[config.mk]
export PLATFORM = sky130hd
export DESIGN_NAME = fp_add_arbiter
export DESIGN_NICKNAME = d
export VERILOG_FILES = /design/src/rtl/fp_add_arbiter.sv
export SDC_FILE = /design/constraint.sdc
export NUM_CORES = 1
export LEC_CHECK = 0
export ABC_AREA = 0
export CAP_MARGIN = 30
export CORE_MARGIN = 2
export CORE_UTILIZATION = 43
export CTS_BUF_LIST = sky130_fd_sc_hd__clkbuf_4 sky130_fd_sc_hd__clkbuf_8
export DETAILED_ROUTE_END_ITERATION = 10
export GPL_ROUTABILITY_DRIVEN = 1
export PLACE_DENSITY_LB_ADDON = 0.08
export SETUP_SLACK_MARGIN = 0.1
export SYNTH_ARGS = -nofsm -noshare
export SYNTH_HDL_FRONTEND = slang
export SYNTH_SLANG_ARGS = --single-unit
[constraint.sdc]
create_clock -name clk -period 3.22 [get_ports clk]
set_input_delay 0.483 -clock clk [delete_from_list [all_inputs] [get_ports clk]]
set_output_delay 0.483 -clock clk [all_outputs]
set_load 0.01 [all_outputs]
[src/rtl/fp_add_arbiter.sv]
// Two-requester front end for one shared combinational FP adder: one operation in flight.
// Define FP_ADD_ARB_RR_EN for round-robin arbitration; otherwise requester 0 has fixed priority.
module fp_add_arbiter #(
  parameter int W = 32
) (
  input  logic         clk,
  input  logic         rst_n,
  input  logic         req_valid0,
  input  logic         req_valid1,
  output logic         req_ready0,
  output logic         req_ready1,
  input  logic [W-1:0] req_a0,
  input  logic [W-1:0] req_b0,
  input  logic [W-1:0] req_a1,
  input  logic [W-1:0] req_b1,
  input  logic         req_sub0,
  input  logic         req_sub1,
  output logic         rsp_valid0,
  output logic         rsp_valid1,
  input  logic         rsp_ready0,
  input  logic         rsp_ready1,
  output logic [W-1:0] rsp_sum,
  output logic [W-1:0] add_a,
  output logic [W-1:0] add_b,
  output logic         add_cin,
  input  logic [W-1:0] add_sum,
  output logic         busy
);

  typedef enum logic [1:0] {IDLE, ISSUE, RESP} state_t;

  state_t       state_q, state_d;
  logic [W-1:0] op_a_q, op_a_d;
  logic [W-1:0] op_b_q, op_b_d;
  logic [W-1:0] rsp_sum_q, rsp_sum_d;
  logic         owner_q, owner_d;
  logic         grant_valid;
  logic         grant_idx;
  logic [W-1:0] sel_b;
  logic         sel_sub;

`ifdef FP_ADD_ARB_RR_EN
  logic last_grant_q, last_grant_d;

  // On contention, favour whoever did not win last time.
  always_comb begin
    grant_valid = req_valid0 | req_valid1;
    if (req_valid0 && req_valid1) grant_idx = ~last_grant_q;
    else                          grant_idx = ~req_valid0;
  end
`else
  always_comb begin
    grant_valid = req_valid0 | req_valid1;
    grant_idx   = ~req_valid0;
  end
`endif

  assign sel_b   = grant_idx ? req_b1 : req_b0;
  assign sel_sub = grant_idx ? req_sub1 : req_sub0;

  always_comb begin
    state_d    = state_q;
    op_a_d     = op_a_q;
    op_b_d     = op_b_q;
    rsp_sum_d  = rsp_sum_q;
    owner_d    = owner_q;
    req_ready0 = 1'b0;
    req_ready1 = 1'b0;
`ifdef FP_ADD_ARB_RR_EN
    last_grant_d = last_grant_q;
`endif
    case (state_q)
      IDLE: begin
        if (grant_valid) begin
          req_ready0 = ~grant_idx;
          req_ready1 = grant_idx;
          op_a_d     = grant_idx ? req_a1 : req_a0;
          op_b_d     = {sel_b[W-1] ^ sel_sub, sel_b[W-2:0]};
          owner_d    = grant_idx;
          state_d    = ISSUE;
`ifdef FP_ADD_ARB_RR_EN
          last_grant_d = grant_idx;
`endif
        end
      end
      ISSUE: begin
        rsp_sum_d = add_sum;
        state_d   = RESP;
      end
      RESP: begin
        if (owner_q ? rsp_ready1 : rsp_ready0) state_d = IDLE;
      end
      default: state_d = IDLE;
    endcase
  end

  always_ff @(posedge clk or negedge rst_n) begin
    if (!rst_n) begin
      state_q   <= IDLE;
      op_a_q    <= '0;
      op_b_q    <= '0;
      rsp_sum_q <= '0;
      owner_q   <= 1'b0;
    end else begin
      state_q   <= state_d;
      op_a_q    <= op_a_d;
      op_b_q    <= op_b_d;
      rsp_sum_q <= rsp_sum_d;
      owner_q   <= owner_d;
    end
  end

`ifdef FP_ADD_ARB_RR_EN
  // Reset value 1 so the first contended grant goes to requester 0.
  always_ff @(posedge clk or negedge rst_n) begin
    if (!rst_n) last_grant_q <= 1'b1;
    else        last_grant_q <= last_grant_d;
  end
`endif

  assign add_a      = op_a_q;
  assign add_b      = op_b_q;
  assign add_cin    = 1'b0;
  assign rsp_sum    = rsp_sum_q;
  assign rsp_valid0 = (state_q == RESP) && !owner_q;
  assign rsp_valid1 = (state_q == RESP) && owner_q;
  assign busy       = (state_q != IDLE);

endmodule

Word-level counts from Yosys, hierarchy flattened

Index checks and enable logic that the tools add are counted.
Widths: inputs -> output; s select.

Latch bits: 0
Memories: 0
Word-level logic and storage cells: 30
ROM bits: 0
Output and inout port bits: 102
Memory bits (writable): 0
Input bits: 168
Register bits: 99

Multiplexer cells: 11
Eq/ne operators: 4
$add $sub $neg: 0
Bitwise gates (word level): 3
Reduce and logical (&&, ||, !) cells: 7
Shifts and indexed selects: 0
Magnitude comparators: 0
Divide/modulo/power cells: 0
$mul: 0

Operators with widths:

| operator           | number |
|---|---|
| $mux 32            | 2 |
| $mux 1             | 6 |
| $pmux 2 s3         | 1 |
| $mux 2             | 2 |
| $ne 2x2->1 const B | 2 |
| $reduce_and 2->1   | 2 |
| $eq 2x1->1 const B | 1 |
| $eq 2x2->1 const B | 1 |
| $logic_and 1x1->1  | 2 |
| $logic_not 2->1    | 1 |
| $reduce_bool 2->1  | 1 |
| $logic_not 1->1    | 1 |
| $not 1->1          | 1 |
| $or 1x1->1         | 1 |
| $xor 1x1->1        | 1 |

Depth between registers and ports, before layout

Word-level depth: 3
Gate-level depth with buffers: 5
Mapped depth without buffers: 3

Least setup slack after synthesis

OpenSTA, ideal clock, no wires.

Kind: input -> output
From: in req_valid0
To: out req_ready1
Slack: 1.585 ns
Data arrival time: 1.152 ns
Cell stages on the path: 3
Path through: buf_6 > buf_6 > nor4b_2

Word-level cells in the longest chain between the ends: 3

Ends and longest elaborated chain:

| element                                 | RTL line | RTL |
|---|---|---|
| start: declaration                      | 8        | `input logic req_valid0,` |
| $or 1x1->1 or $not 1->1 (tied branches) | 53, 54   |  |
| $mux 1 (*)                              | 74       | `if (grant_valid) begin` |
| $mux 1 (*)                              | 72       | `case (state_q)` |
| end: declaration                        | 11       | `output logic req_ready1,` |

Mark *: on every way between the ends. The rest lies on a longest branch, timed or not.

Worst setup path after layout

From: in req_valid1
To: out req_ready1

Word-level cells in the longest chain between the ends: 3

Ends and longest elaborated chain:

| element            | RTL line | RTL |
|---|---|---|
| start: declaration | 9        | `input logic req_valid1,` |
| $or 1x1->1         | 53       | `grant_valid = req_valid0 \| req_valid1;` |
| $mux 1             | 74       |  |
| $mux 1             | 72       |  |

No other way between the ends.

==> results_tabular.tex <==
\begin{tabular}{lr}
\hline
Metric & Value \\
\hline
\multicolumn{2}{l}{\textbf{Critical path}} \\
Maximum fanout encountered on the critical timing path & 3 \\
Data required time at the worst endpoint & 2.74 ns \\
Type of origin of the critical path & primary input \\
Category of the critical setup timing path & in2out \\
Critical Path AT & $\sim$1.9 ns \\
Setup crit end kind & output pin \\
\multicolumn{2}{l}{\textbf{Timing}} \\
Unrepaired setup endpoints after global routing & no \\
Final worst-path cycle share & 72.7\% \\
Pin slew with the least headroom to its limit & 0.766 ns \\
Summed negative setup slack over all endpoints & 0 ns \\
Highest Clock Rate & around 430 MHz \\
Final slew viol count & 0 \\
Final clock skew & 0.00777 ns \\
Final hold slack & 0.176 ns \\
Number of hold violations in the final report & 0 \\
Max-Slew Margin vs Limit & between 40 and 50\% \\
Number of endpoints failing setup at the final stage & 0 \\
Time the final worst path needs with I/O delays and setup & approximately 2.3 ns \\
\multicolumn{2}{l}{\textbf{Routing}} \\
Routed wire per std cell & 18.0 um \\
Detail Route met2 WL & 6600 um \\
Top routing layer used & met4 \\
Met1 wire length & approximately 4600 um \\
Count of vias placed by the detailed router & 3416 \\
Final wirelength & around 13000 um \\
Met3 routed WL & 1230 um \\
Final ANT Viol Nets & 0 \\
DRC violations left & 0 \\
Detailed-route vias per instance & 4.82 \\
Detailed Routing Iterations Pass 1 & 3 \\
Number of DRC violations after detailed-routing iteration 0 & 89 \\
\multicolumn{2}{l}{\textbf{Synth}} \\
Proportion of synthesized area in mux cells & 41.5\% \\
Post-Syn Nets & around 460 \\
Synth Register Bits & 99 \\
Area fraction in compound gates after synthesis & less than 1\% \\
Basic-gate share of the synthesized area counting and, or, nand and nor cells & 1.06\% \\
Number of library cell types mapped by synthesis & 20 \\
Post-synth design cell area & 4830 um\^{}2 \\
Instance count of the mapped netlist & between 200 and 300 \\
Combinational family with the most area after synthesis & multiplexers \\
Number of warnings issued by yosys & 0 \\
Fraction of the mapped netlist area in adder cells & 0\% \\
Synthesized area divided by synthesized cell count & between 15 and 20 um\^{}2 \\
Sequential element share of the synthesized area & 51.2\% \\
Fraction of synthesized cell area in xor and xnor cells & 0.362\% \\
\multicolumn{2}{l}{\textbf{Die}} \\
Horiz. Die Dim & 110 um \\
Number of cell rows & 38 \\
Starting utilization of the core area & 44.4\% \\
Y dimension of the die & roughly 110 um \\
Die area & around 12000 um\^{}2 \\
Placeable core area & about 11000 um\^{}2 \\
I/O pins & 270 \\
\multicolumn{2}{l}{\textbf{CTS}} \\
Clk pin slew, worst setup/hold paths & 0.09 ns \\
TritonCTS sink count & 99 \\
Hold-fix buffers at CTS & 0 \\
Number of H-tree levels & 3 \\
Clock tree from TritonCTS & done \\
Clock root buffer & sky130\_fd\_sc\_hd\_\_clkbuf\_8 \\
Total clock buffers created by CTS & 9 \\
Post-cts gate resize count & 0 \\
Longest Clk Path Bufs & 2 \\
Clock latency on the worst-skew pair & 0.36 ns \\
Buffers inserted during post-CTS setup optimization & 0 \\
\multicolumn{2}{l}{\textbf{Global route}} \\
Maximum number of pins on one net before global-route repair & 60 \\
Overall fraction of global-route tracks in use & 20.6\% \\
Number of antenna violations at the first check in global routing & 0 \\
Overall overflow remaining after global route & 0 \\
Number of global-route vias before repair & 3643 \\
First-pass GRT wire length & $\sim$19000 um \\
\multicolumn{2}{l}{\textbf{Layout}} \\
Most frequent standard cell in the layout excluding fill and tap cells & sky130\_fd\_sc\_hd\_\_clkdlybuf4s50\_1 \\
Non-Filler Cell Area, Final & 7720 um\^{}2 \\
Share of final-layout standard cells stronger than drive strength 1 & 27.9\% \\
Count of inserted antenna diode cells & 0 \\
Multi-input gate area in the final layout & 2120 um\^{}2 \\
Commonest non-fill, non-tap cells in the layout & sky130\_fd\_sc\_hd\_\_clkdlybuf4s50\_1 (266), sky130\_fd\_sc\_hd\_\_dfrtp\_1 (99), sky130\_fd\_sc\_hd\_\_mux2\_2 (72) \\
Number of nets in the layout & 732 \\
Layout Utilization & 70.9\% \\
Signed area change from the synthesized netlist to the final layout & 59.8\% \\
Fill cell total of the finished layout & 821 \\
FF/Latch Area & 2480 um\^{}2 \\
\multicolumn{2}{l}{\textbf{Power}} \\
Total power of the final layout & 0.00653 W \\
Part of the total power dissipated in combinational logic & 53.3\% \\
Power spent charging and discharging nets & 0.00203 W \\
Static Leakage & 3.26 nW \\
Power density over the cells & 846 nW/um\^{}2 \\
Relative contribution of sequential cells to total power & $\sim$35\% \\
Part of the power in the clock network & 12.1\% \\
Worst ir drop on vdd & around 0.51 mV \\
Cell-internal power & about 0.0045 W \\
Switching share of power & 31.0\% \\
\multicolumn{2}{l}{\textbf{Placed design}} \\
Cell area after placement & around 7500 um\^{}2 \\
Gpl congestion & around 0.76 \\
Port Buffer Count & 268 \\
Post-detailed-placement half-perimeter wirelength & 9950 um \\
\multicolumn{2}{l}{\textbf{Outcome}} \\
Run status & finished clean \\
\multicolumn{2}{l}{\textbf{Worst hold path}} \\
Path category of the worst min-delay check & in2async \\
\multicolumn{2}{l}{\textbf{Run}} \\
Max-cap check violation count & 0 \\
\hline
\end{tabular}
-- cell families after synthesis --
kind of cell	after synthesis
muxes	159
DFF	99
buffers and inverters	22
and+or+nand+nor	8
AOI/OAI and AO/OA	5
xor gates and xnor gates	2
other	1
-- power by group through the flow --
| stage | logic (W) | clock network, W | registers [W] |
|---|---|---|---|
| after floorplan | 0.00156 | 0 | 0.00253 |
| after global placement | 0.00346 | 0 | 0.00226 |
| after detailed placement | 0.00353 | 0 | 0.00227 |
| after CTS | 0.00354 | 0.000811 | 0.00226 |
| after global routing | 0.00369 | 0.000857 | 0.00234 |
| final | 0.00348 | 0.000793 | 0.00226 |
-- path summary, 6_finish.rpt --
kind | start | to | slack [ns] | cells after the start
min reg2reg | rsp_sum[25]$_DFFE_PN0N_ | rsp_sum[25]$_DFFE_PN0N_ | 0.50 | 1
min in group clk | rsp_sum[25]$_DFFE_PN0N_ | rsp_sum[25]$_DFFE_PN0N_ | 0.50 | 1
max in group asynchronous | rst_n | owner_q$_DFFE_PN0P_ | 2.23 | 2
max | req_valid1 | req_ready1 | 0.88 | 3
max reg2reg | state_q[1]$_DFFE_PN0P_ | add_b[20]$_DFFE_PN0P_ | 1.27 | 4
min | rst_n | add_b[27]$_DFFE_PN0P_ | 0.18 | 1
-- flip-flops by register name, indices dropped and copies added (netlist names) --
signal / flops
add_b: 32
add_a: 32
rsp_sum: 32
owner_q: 1
state_q: 2
-- layer usage --
| layer | vias to the layer above | track usage [%] |
|---|---|---|
| li1 | 1584 | - |
| met1 | 1664 | 22.8 |
| met2 | 150 | 37.0 |
| met3 | 18 | 6.41 |
| met4 | 0 | 7.69 |
| met5 | - | 0 |
-- synth_stat cells --
| library cell | number | area [um^2] |
|---|---|---|
| sky130_fd_sc_hd__and2_1 | 1 | 6.26 |
| sky130_fd_sc_hd__nor2_1 | 3 | 11.3 |
| sky130_fd_sc_hd__a21oi_1 | 1 | 5.00 |
| sky130_fd_sc_hd__conb_1 | 1 | 3.75 |
| sky130_fd_sc_hd__xor2_1 | 2 | 17.5 |
| sky130_fd_sc_hd__buf_6 | 5 | 56.3 |
| sky130_fd_sc_hd__mux2_1 | 29 | 327 |
| sky130_fd_sc_hd__buf_12 | 6 | 120 |
| sky130_fd_sc_hd__nor4b_2 | 1 | 15.0 |
| sky130_fd_sc_hd__nand2b_1 | 2 | 12.5 |
| sky130_fd_sc_hd__buf_4 | 4 | 30.0 |
| sky130_fd_sc_hd__o21ai_0 | 2 | 10.0 |
| sky130_fd_sc_hd__inv_1 | 3 | 11.3 |
| sky130_fd_sc_hd__dfrtp_1 | 99 | 2480 |
| sky130_fd_sc_hd__a32oi_1 | 1 | 8.76 |
| sky130_fd_sc_hd__buf_2 | 4 | 20.0 |
| sky130_fd_sc_hd__mux2_4 | 58 | 871 |
| sky130_fd_sc_hd__o21a_4 | 1 | 15.0 |
| sky130_fd_sc_hd__mux2_2 | 72 | 811 |
| sky130_fd_sc_hd__nor2_2 | 1 | 6.26 |
-- critical path, cell delays in order --
cell	delay, ns
sky130_fd_sc_hd__clkdlybuf4s50_1	0.52
sky130_fd_sc_hd__nor4b_2	0.27
sky130_fd_sc_hd__clkdlybuf4s50_1	0.59
-- final cells by class --
class	count	area share, %
Sequential cell	99	32.1
Clock inverter	5	0.697
Inverter	3	0.146
Tap cell	140	2.27
Timing Repair Buffer	276	35.6
Clock buffer	11	1.80
Multi-Input combinational cell	175	27.4
-- per-stage QoR --
stage	std cells	setup slack, ns
2_1_floorplan	296	1.58
3_3_place_gp	693	0.910
3_5_place_dp	693	0.877
4_1_cts	709	0.859
5_1_grt	709	0.814
6_report	709	0.880
Power figures use the tool's default switching activity.
